==> config.mk <==
export PLATFORM = sky130hd
export DESIGN_NAME = multicycle_control_fsm
export DESIGN_NICKNAME = d
export VERILOG_FILES = /design/src/rtl/mips_ctrl_pkg.sv /design/src/rtl/alu_decoder.sv /design/src/rtl/multicycle_control_fsm.sv
export SDC_FILE = /design/constraint.sdc
export NUM_CORES = 1
export LEC_CHECK = 0
export BUFFER_PORTS_ARGS = -buffer_cell sky130_fd_sc_hd__buf_2
export CORE_UTILIZATION = 30
export CTS_CLUSTER_DIAMETER = 50
export DETAILED_ROUTE_END_ITERATION = 10
export GPL_TIMING_DRIVEN = 0
export SYNTH_ARGS = -nofsm -noshare
export SYNTH_HDL_FRONTEND = slang
export SYNTH_SLANG_ARGS = --single-unit
==> constraint.sdc <==
create_clock -name clk -period 2 [get_ports clk]
set_input_delay 0.3 -clock clk [delete_from_list [all_inputs] [get_ports clk]]
set_output_delay 0.3 -clock clk [all_outputs]
set_load 0.05 [all_outputs]
==> src/rtl/mips_ctrl_pkg.sv <==
// Shared encodings for the multicycle MIPS control sequencer:
// opcodes, function codes, state codes and ALU control values.
package mips_ctrl_pkg;

  localparam logic [5:0] OP_RTYPE = 6'b000000;
  localparam logic [5:0] OP_LW    = 6'b100011;
  localparam logic [5:0] OP_SW    = 6'b101011;
  localparam logic [5:0] OP_BEQ   = 6'b000100;
  localparam logic [5:0] OP_BNE   = 6'b000101;
  localparam logic [5:0] OP_ADDI  = 6'b001000;
  localparam logic [5:0] OP_J     = 6'b000010;

  localparam logic [5:0] FN_ADD = 6'b100000;
  localparam logic [5:0] FN_SUB = 6'b100010;
  localparam logic [5:0] FN_AND = 6'b100100;
  localparam logic [5:0] FN_OR  = 6'b100101;
  localparam logic [5:0] FN_SLT = 6'b101010;

  localparam logic [2:0] ALU_AND = 3'b000;
  localparam logic [2:0] ALU_OR  = 3'b001;
  localparam logic [2:0] ALU_ADD = 3'b010;
  localparam logic [2:0] ALU_SUB = 3'b110;
  localparam logic [2:0] ALU_SLT = 3'b111;

  typedef enum logic [1:0] {
    ALUOP_ADD   = 2'b00,
    ALUOP_SUB   = 2'b01,
    ALUOP_FUNCT = 2'b10
  } aluop_t;

  typedef enum logic [3:0] {
    S_FETCH  = 4'd0,
    S_DECODE = 4'd1,
    S_MEMADR = 4'd2,
    S_MEMRD  = 4'd3,
    S_MEMWB  = 4'd4,
    S_MEMWR  = 4'd5,
    S_EXEC   = 4'd6,
    S_ALUWB  = 4'd7,
    S_BRANCH = 4'd8,
    S_ADDIEX = 4'd9,
    S_ADDIWB = 4'd10,
    S_JUMP   = 4'd11
  } state_t;

  function automatic logic funct_legal(input logic [5:0] f);
    return f inside {FN_ADD, FN_SUB, FN_AND, FN_OR, FN_SLT};
  endfunction

endpackage

==> src/rtl/alu_decoder.sv <==
// Maps the sequencer's ALUOp plus the R-type Funct field
// onto the 3-bit ALU operation select.
module alu_decoder
  import mips_ctrl_pkg::*;
(
  input  aluop_t     alu_op,
  input  logic [5:0] funct,
  output logic [2:0] alu_control
);

  always_comb begin
    alu_control = ALU_ADD;
    unique case (alu_op)
      ALUOP_SUB: alu_control = ALU_SUB;
      ALUOP_FUNCT: begin
        case (funct)
          FN_ADD:  alu_control = ALU_ADD;
          FN_SUB:  alu_control = ALU_SUB;
          FN_AND:  alu_control = ALU_AND;
          FN_OR:   alu_control = ALU_OR;
          FN_SLT:  alu_control = ALU_SLT;
          default: alu_control = ALU_ADD;
        endcase
      end
      default: alu_control = ALU_ADD;
    endcase
  end

endmodule

==> src/rtl/multicycle_control_fsm.sv <==
// Multicycle MIPS control sequencer: Moore control per state,
// PC enable from Branch/Zero, memory ready handshake.
module multicycle_control_fsm
  import mips_ctrl_pkg::*;
#(
  parameter bit MEM_HANDSHAKE = 1'b1
) (
  input  logic       clk,
  input  logic       reset,
  input  logic [5:0] Op,
  input  logic [5:0] Funct,
  input  logic       Zero,
  input  logic       MemReady,
  output logic       IorD,
  output logic       MemWrite,
  output logic       IRWrite,
  output logic       PCEn,
  output logic       RegDst,
  output logic       MemtoReg,
  output logic       RegWrite,
  output logic       ALUSrcA,
  output logic [1:0] ALUSrcB,
  output logic [1:0] PCSrc,
  output logic [2:0] ALUControl,
  output logic       IllegalOp,
  output logic [3:0] State
);

  state_t state;
  state_t state_next;
  aluop_t alu_op;
  logic   ready;
  logic   illegal;
  logic   ir_write;
  logic   pc_write;
  logic   branch;
  logic   mem_write;
  logic   reg_write;
  logic   take_branch;

  assign ready = MEM_HANDSHAKE ? MemReady : 1'b1;

  always_comb begin
    state_next = S_FETCH;
    illegal    = 1'b0;
    case (state)
      S_FETCH:  state_next = ready ? S_DECODE : S_FETCH;
      S_DECODE: begin
        case (Op)
          OP_LW, OP_SW:   state_next = S_MEMADR;
          OP_BEQ, OP_BNE: state_next = S_BRANCH;
          OP_ADDI:        state_next = S_ADDIEX;
          OP_J:           state_next = S_JUMP;
          OP_RTYPE: begin
            if (funct_legal(Funct)) state_next = S_EXEC;
            else illegal = 1'b1;
          end
          default: illegal = 1'b1;
        endcase
      end
      S_MEMADR: state_next = (Op == OP_SW) ? S_MEMWR : S_MEMRD;
      S_MEMRD:  state_next = ready ? S_MEMWB : S_MEMRD;
      S_MEMWR:  state_next = ready ? S_FETCH : S_MEMWR;
      S_EXEC:   state_next = S_ALUWB;
      S_ADDIEX: state_next = S_ADDIWB;
      default:  state_next = S_FETCH;
    endcase
  end

  always_ff @(posedge clk or posedge reset) begin
    if (reset) state <= S_FETCH;
    else       state <= state_next;
  end

  always_comb begin
    IorD      = 1'b0;
    mem_write = 1'b0;
    ir_write  = 1'b0;
    pc_write  = 1'b0;
    branch    = 1'b0;
    RegDst    = 1'b0;
    MemtoReg  = 1'b0;
    reg_write = 1'b0;
    ALUSrcA   = 1'b0;
    ALUSrcB   = 2'b00;
    PCSrc     = 2'b00;
    alu_op    = ALUOP_ADD;
    case (state)
      S_FETCH: begin
        ALUSrcB  = 2'b01;
        ir_write = ready;
        pc_write = ready;
      end
      S_DECODE: ALUSrcB = 2'b11;
      S_MEMADR: begin
        ALUSrcA = 1'b1;
        ALUSrcB = 2'b10;
      end
      S_MEMRD: IorD = 1'b1;
      S_MEMWB: begin
        MemtoReg  = 1'b1;
        reg_write = 1'b1;
      end
      S_MEMWR: begin
        IorD      = 1'b1;
        mem_write = 1'b1;
      end
      S_EXEC: begin
        ALUSrcA = 1'b1;
        alu_op  = ALUOP_FUNCT;
      end
      S_ALUWB: begin
        RegDst    = 1'b1;
        reg_write = 1'b1;
      end
      S_BRANCH: begin
        ALUSrcA = 1'b1;
        alu_op  = ALUOP_SUB;
        PCSrc   = 2'b01;
        branch  = 1'b1;
      end
      S_ADDIEX: begin
        ALUSrcA = 1'b1;
        ALUSrcB = 2'b10;
      end
      S_ADDIWB: reg_write = 1'b1;
      S_JUMP: begin
        PCSrc    = 2'b10;
        pc_write = 1'b1;
      end
      default: ;
    endcase
  end

  // bne inverts the sense of Zero
  assign take_branch = branch & (Zero ^ (Op == OP_BNE));

  assign IRWrite   = ir_write & ~reset;
  assign MemWrite  = mem_write & ~reset;
  assign RegWrite  = reg_write & ~reset;
  assign PCEn      = (pc_write | take_branch) & ~reset;
  assign IllegalOp = illegal;
  assign State     = state;

  alu_decoder u_alu_decoder (
    .alu_op      (alu_op),
    .funct       (Funct),
    .alu_control (ALUControl)
  );

endmodule

==> results.py, run 1 <==
metrics = {
    "yosys": {
        "synth-compound-area-share_pct": 28.4,
        "synth_simple_gate_area_share_pct": 41.5,
        "ys_types": 38,
        "synth_fa_ha_area_share_pct": 5.39,
        "synth_mux_area_share_pct": 0,
        "syn_inst": 102,
        "synth-edff-count": 0,
        "syn_avg_cell_area_sq_um": 6.83,
        "yosysSeqAreaShare_pct": 14.4,
        "synth_top_family_by_area": "simple AND/OR/NAND/NOR gates",
        "synth_seq_cells": 4,
        "synth.top_cell.area_share_pct": 14.4,
        "synthXorXnorAreaFrac_pct": 3.77,
        "yosysWarnings": 0,
        "synth_top_flop_cell": "dfrtp_1",
        "yosys.area.top_type": "dfrtp_1",
        "syn_nets": 121,
        "synthArstFlopShare_pct": 100,
        "synthTopCellsByArea": "dfrtp_1 (14%), nand2b_1 (8.1%), nor3_1 (6.5%)",
        "syn-cell-area_sq_um": 697,
    },
    "global_route": {
        "grt_pass1_vias": 899,
        "grt_max_degree": 11,
        "overflow": 0,
        "antenna_found_initial": 0,
        "gr-usage-all-layers_pct": 21.3,
        "grt_pass1_wl_um": 4150,
    },
    "detailed_routing": {
        "vias": 981,
        "ant_nets": 0,
        "via_per_inst": 5.39,
        "remaining_drc_errors": 0,
        "routedWlPerCell_um": 13.9,
        "first_pass_iters": 4,
        "drtIter0Drc": 17,
        "wl_um": 2530,
    },
    "sta": {
        "slew_viol_final": 0,
        "setup_tns_ps": -246,
        "setup_viol": 2,
        "hold_viol": 0,
        "tightest_slew_ps": 490,
        "fin_crit_ps": 2140,
        "setup_slack_ps": -143,
        "fin_hold_ws_ps": 36.2,
        "slew_headroom_pct": 67.2,
        "grt_setup_unrepaired": "yes",
        "fin_crit_sh_pct": 107,
        "skew_ps": 8.46,
        "fmax_ghz": 0.467,
    },
    "placed_design": {
        "gp_congestion": 0.764,
        "dpl.cell_count": 163,
        "portBuffers": 33,
        "dp_hpwl_um": 1670,
    },
    "layout": {
        "largest_reg_flops": 4,
        "area_delta_synth_final_pct": 95.5,
        "utilization_pct": 62.2,
        "drive_gt1_share_pct": 61.7,
        "diodes": 0,
        "final_cell_mix": "buf_2 (25), buf_4 (18), nand2b_1 (8)",
        "nNetsFinal": 175,
        "fin_cells": 182,
        "final_common_cell": "buf_2",
    },
    "worst_setup_path": {
        "end_kind": "primary output",
        "slowest_delay_ps": 500,
        "cp_max_fo": 2,
        "crit_required_ps": 1700,
        "crit_top_cell": "buf_8",
        "crit_chain": "buf_8 > or3b_4 > or4b_4 > xnor2_2 > a32o_2 > buf_8",
        "startpoint_type": "input pin",
        "path_class": "input pin to primary output",
        "cp_slowest_cell": "or4b_4",
        "crit_arrival_ps": 1840,
    },
    "power": {
        "ir_drop_mv": 0.736,
        "power_density_nw_per_um2": 1120,
        "leakagePower_nw": 0.570,
        "total_power_mw": 1.52,
    },
    "min_path": {
        "hp-class": "input pin to asynchronous set/reset pin",
    },
    "floorplanning": {
        "rows": 17,
        "die_height_um": 50.2,
        "die_area_sq_um": 2520,
        "start_util_pct": 31.8,
        "die_w_um": 50.2,
        "core_sq_um": 2190,
        "top_level_ports": 36,
    },
    "clock_tree": {
        "cts_tree": "yes",
        "root_buffer": "clkbuf_4",
        "worstSkewPairLatency_ps": 240,
        "cts.path.max_buffers": 2,
        "clock-sinks": 4,
        "htree_levels": 1,
        "path_clk_slew_ps": 40,
        "postCtsHoldBufs": 0,
        "cts_made_buffers": 3,
    },
    "status": {
        "violations": "negative setup slack",
        "outcome": "complete, but fails checks",
    },
    "job": {
        "drv_cap": 0,
    },
}
-- cell type report --
class / count / area [sq um]
Buffer: 7 / 63.8
Clock buffer: 3 / 22.5
Fill cell: 181 / 828
Inverter: 5 / 22.5
Multi-Input combinational cell: 86 / 758
Sequential cell: 4 / 105
Tap cell: 28 / 35.0
Timing Repair Buffer: 49 / 355
-- cells in the mapped netlist (2+ instances only) --
library cell / instances
nor2_1: 10
nand2b_1: 9
nor3_1: 9
nor2b_1: 7
a21oi_1: 6
clkbuf_1: 6
inv_1: 5
dfrtp_1: 4
nand2_1: 4
a211oi_1: 3
ha_1: 3
o21ai_0: 3
xnor2_1: 3
a31oi_1: 2
nor3b_1: 2
nor4b_1: 2
o21ai_1: 2
o22ai_1: 2
-- what timing repair did --
| action | 4_1_cts | 5_1_grt |
|---|---|---|
| resized for setup | 38 | 10 |
| buffers inserted | 8 | 8 |
| setup endpoints to repair | 7 | 7 |
| pin swaps | 3 | 6 |
| endpoints found under the hold margin | 0 | 0 |
-- worst max-delay path: cells and delay by family --
kind,cells,cell delay [ps]
simple gates,2,880
buf+inv,2,240
xor+xnor,1,140
compound gates,1,270
-- power breakdown --
group          internal [mW]  leakage, nW  switching, mW
clock                 0.0671       0.0138         0.0337
sequential             0.111       0.0476         0.0450
combinational          0.497        0.508          0.767
-- through the flow --
step	setup slack, ps	area [sq um]
global placement	-261	1060
detailed placement	-265	1060
finish	-143	1360
CTS	-143	1280
floorplan	-185	862
global route	-167	1360
-- path summary, 6_finish.rpt --
check | from | endpoint | slack [ps] | depth (start not counted)
setup / recovery | Op[3] | PCEn | -140 | 6
min in group clk | Op[2] | State[1] | 440 | 4
hold reg to reg | State[1] | State[0] | 820 | 3
setup reg to reg | State[2] | State[0] | 420 | 5
hold / removal | reset | State[2] | 40 | 2
max in group asynchronous | reset | State[1] | 1740 | 2
-- kinds of logic after synthesis --
kind of cell | count (synthesis)
XOR/XNOR | 3
AO/OA/AOI/OAI | 29
buffers and inverters | 12
AND/OR/NAND/NOR | 51
flip-flops | 4
adder cells (fa/ha/maj) | 3
-- layer usage --
layer  part of all wire (%)  track usage, %  wire length [um]
met4                   0.83            8.10                21
met2                     52            38.2              1320
met5                      0               0                 0
met3                    4.7            2.12               118
met1                     42            25.8              1080
No activity file was read; power rests on OpenSTA's default activity.
==> run 2: changes to the inputs <==
Settings changed: CELL_PAD_IN_SITES_DETAIL_PLACEMENT from default to 2, CELL_PAD_IN_SITES_GLOBAL_PLACEMENT from default to 2, CORE_UTILIZATION 30 to 22, PLACE_DENSITY_LB_ADDON from default to 0.1.
==> run 2 against run 1 <==
The flow still finishes with violations (negative setup slack). Total power increased by 6.0%. Clock skew increased by 1.1 ps. Largest cell class unchanged. Sequential power increased by 3%. Critical path depth unchanged. Hold slack got worse by 20 ps. Fmax decreased by 1.4%. Die area increased by 35%. Sequential share of layout area decreased by 0.25 points. Clock power increased by 13%.
==> results.py, run 2 (synthesis gave the netlist of run 1 again) <==
metrics = {
    "status": {
        "outcome": "complete, but fails checks",
        "violations": "negative setup slack",
    },
    "clock_tree": {
        "clock-sinks": 4,
        "cts_tree": "yes",
        "htree_levels": 1,
        "root_buffer": "clkbuf_4",
        "cts.path.max_buffers": 2,
        "postCtsHoldBufs": 0,
        "path_clk_slew_ps": 40,
        "worstSkewPairLatency_ps": 260,
        "cts_made_buffers": 3,
    },
    "worst_setup_path": {
        "end_kind": "primary output",
        "crit_required_ps": 1700,
        "startpoint_type": "input pin",
        "r2r_cells": 5,
        "cp_slowest_cell": "or4b_4",
        "rr_endpoint": "State[0]",
        "path_class": "input pin to primary output",
        "crit_arrival_ps": 1870,
        "worstReg2RegStart": "State[2]",
        "crit_top_cell": "buf_8",
        "crit_chain": "buf_8 > or3b_4 > or4b_4 > xnor2_2 > a32o_2 > buf_8",
        "r2r_setup_slack_ps": 330,
        "slowest_delay_ps": 500,
        "cp_max_fo": 2,
    },
    "power": {
        "total_power_mw": 1.61,
        "combPwrFrac_pct": 82.9,
        "leakagePower_nw": 0.575,
        "ir_drop_mv": 0.852,
        "clkPwrFrac_pct": 7.0,
        "internal_power_mw": 0.708,
        "power_frac_seq_pct": 10.0,
        "power_density_nw_per_um2": 1140,
        "sw_frac_of_total_pct": 56.1,
        "p_sw_mw": 0.904,
    },
    "layout": {
        "largest_reg_flops": 4,
        "drive_gt1_share_pct": 63.0,
        "nNetsFinal": 175,
        "fin_area_sq_um": 1410,
        "final_common_cell": "buf_2",
        "diodes": 0,
        "fillers": 344,
        "final_cell_mix": "buf_2 (23), buf_4 (17), nand2b_1 (8)",
        "area_delta_synth_final_pct": 102,
    },
    "sta": {
        "fin_crit_ps": 2170,
        "hold_viol": 0,
        "slew_viol_final": 0,
        "fin_crit_sh_pct": 109,
        "skew_ps": 9.58,
        "setup_viol": 5,
        "tightest_slew_ps": 481,
        "grt_setup_unrepaired": "yes",
        "fmax_ghz": 0.460,
        "slew_headroom_pct": 67.9,
        "setup_tns_ps": -357,
        "setup_slack_ps": -173,
    },
    "placed_design": {
        "dp_hpwl_um": 2140,
        "dp_slack_ps": -302,
        "portBuffers": 33,
        "gp_congestion": 0.740,
        "place_area_sq_um": 1080,
    },
    "min_path": {
        "hp-class": "input pin to asynchronous set/reset pin",
    },
    "global_route": {
        "antenna_found_initial": 0,
        "overflow": 0,
        "gr-usage-all-layers_pct": 19.5,
        "grt_pass1_wl_um": 4930,
        "grt_max_degree": 11,
        "grt_pass1_vias": 974,
    },
    "floorplanning": {
        "die_height_um": 58.3,
        "start_util_pct": 23.0,
        "core_sq_um": 3030,
        "die_area_sq_um": 3400,
        "top_level_ports": 36,
        "die_w_um": 58.3,
        "rows": 20,
    },
    "detailed_routing": {
        "routedWlPerCell_um": 17.9,
        "via_per_inst": 5.09,
        "first_pass_iters": 4,
        "wl_um": 3550,
        "remaining_drc_errors": 0,
        "drtIter0Drc": 24,
        "ant_nets": 0,
        "vias": 1007,
    },
    "job": {
        "drv_cap": 0,
    },
}
## run 2: cell types whose count changed in the layout (fill, tap and decap cells not counted)
cell / delta
clkbuf_8: +2
ha_2: +1
buf_8: -3
clkbuf_16: +1
ha_1: -1
buf_6: +2
clkbuf_4: +1
buf_4: -1
nor2b_2: +1
buf_2: -2
nor2b_1: -1
## run 2: metrics by stage
stage               hold slack, ps  std cells  util, %
floorplan                     74.3        102        -
global placement               272        179     35.7
detailed placement             280        179     35.7
CTS                           2.52        187     42.6
global route                  44.3        198     46.5
finish                        15.8        198     46.5
## run 2: power by group through the flow
stage                     logic (mW)  registers [mW]  clock network, mW
final                           1.34           0.161              0.114
after global routing            1.41           0.166              0.120
after CTS                       1.19           0.162              0.118
after detailed placement        1.03           0.155                  0
after global placement          1.01           0.154                  0
after floorplan                0.725           0.230                  0
## run 2: worst max-delay path by stage
stage / from / to / slack, ps / cells after the start
3_3_place_gp: Op[1] / PCEn / -270 / 6
3_5_place_dp: Op[1] / PCEn / -300 / 6
4_1_cts: Op[1] / PCEn / -160 / 6
5_1_grt: Op[1] / PCEn / -200 / 6
2_1_floorplan: State[1] / ALUControl[0] / -190 / 5
6_report: Op[1] / PCEn / -170 / 6
## run 2: worst max-delay path, delay by kind of cell
kind | cells | cell delay, ps
and+or+nand+nor | 2 | 890
AOI/OAI and AO/OA | 1 | 280
buffers and inverters | 2 | 250
xor gates and xnor gates | 1 | 150
## run 2: timing repair
action	CTS	global route
pin swaps	0	2
buffers inserted	5	11
resized for setup	40	13
setup endpoints to repair	9	9
## run 2: layout make-up
cell class	count	area, sq um	area share (%)
plain buffers	7	73.8	5.24
clock buffers	3	22.5	1.60
inverters	5	22.5	1.60
multi-input cells	86	763	54.2
flip-flops and latches	4	105	7.47
well taps	44	55.1	3.91
repair buffers	49	365	26.0
## run 2: per-layer routing
metal  global-route usage (%)  part of all wire [%]  up-vias
met4                     7.14                  0.82        0
li1                         -                     -      481
met1                     24.2                    42      500
met5                        0                     0        -
met2                     34.3                    54       23
met3                     2.23                   2.8        3
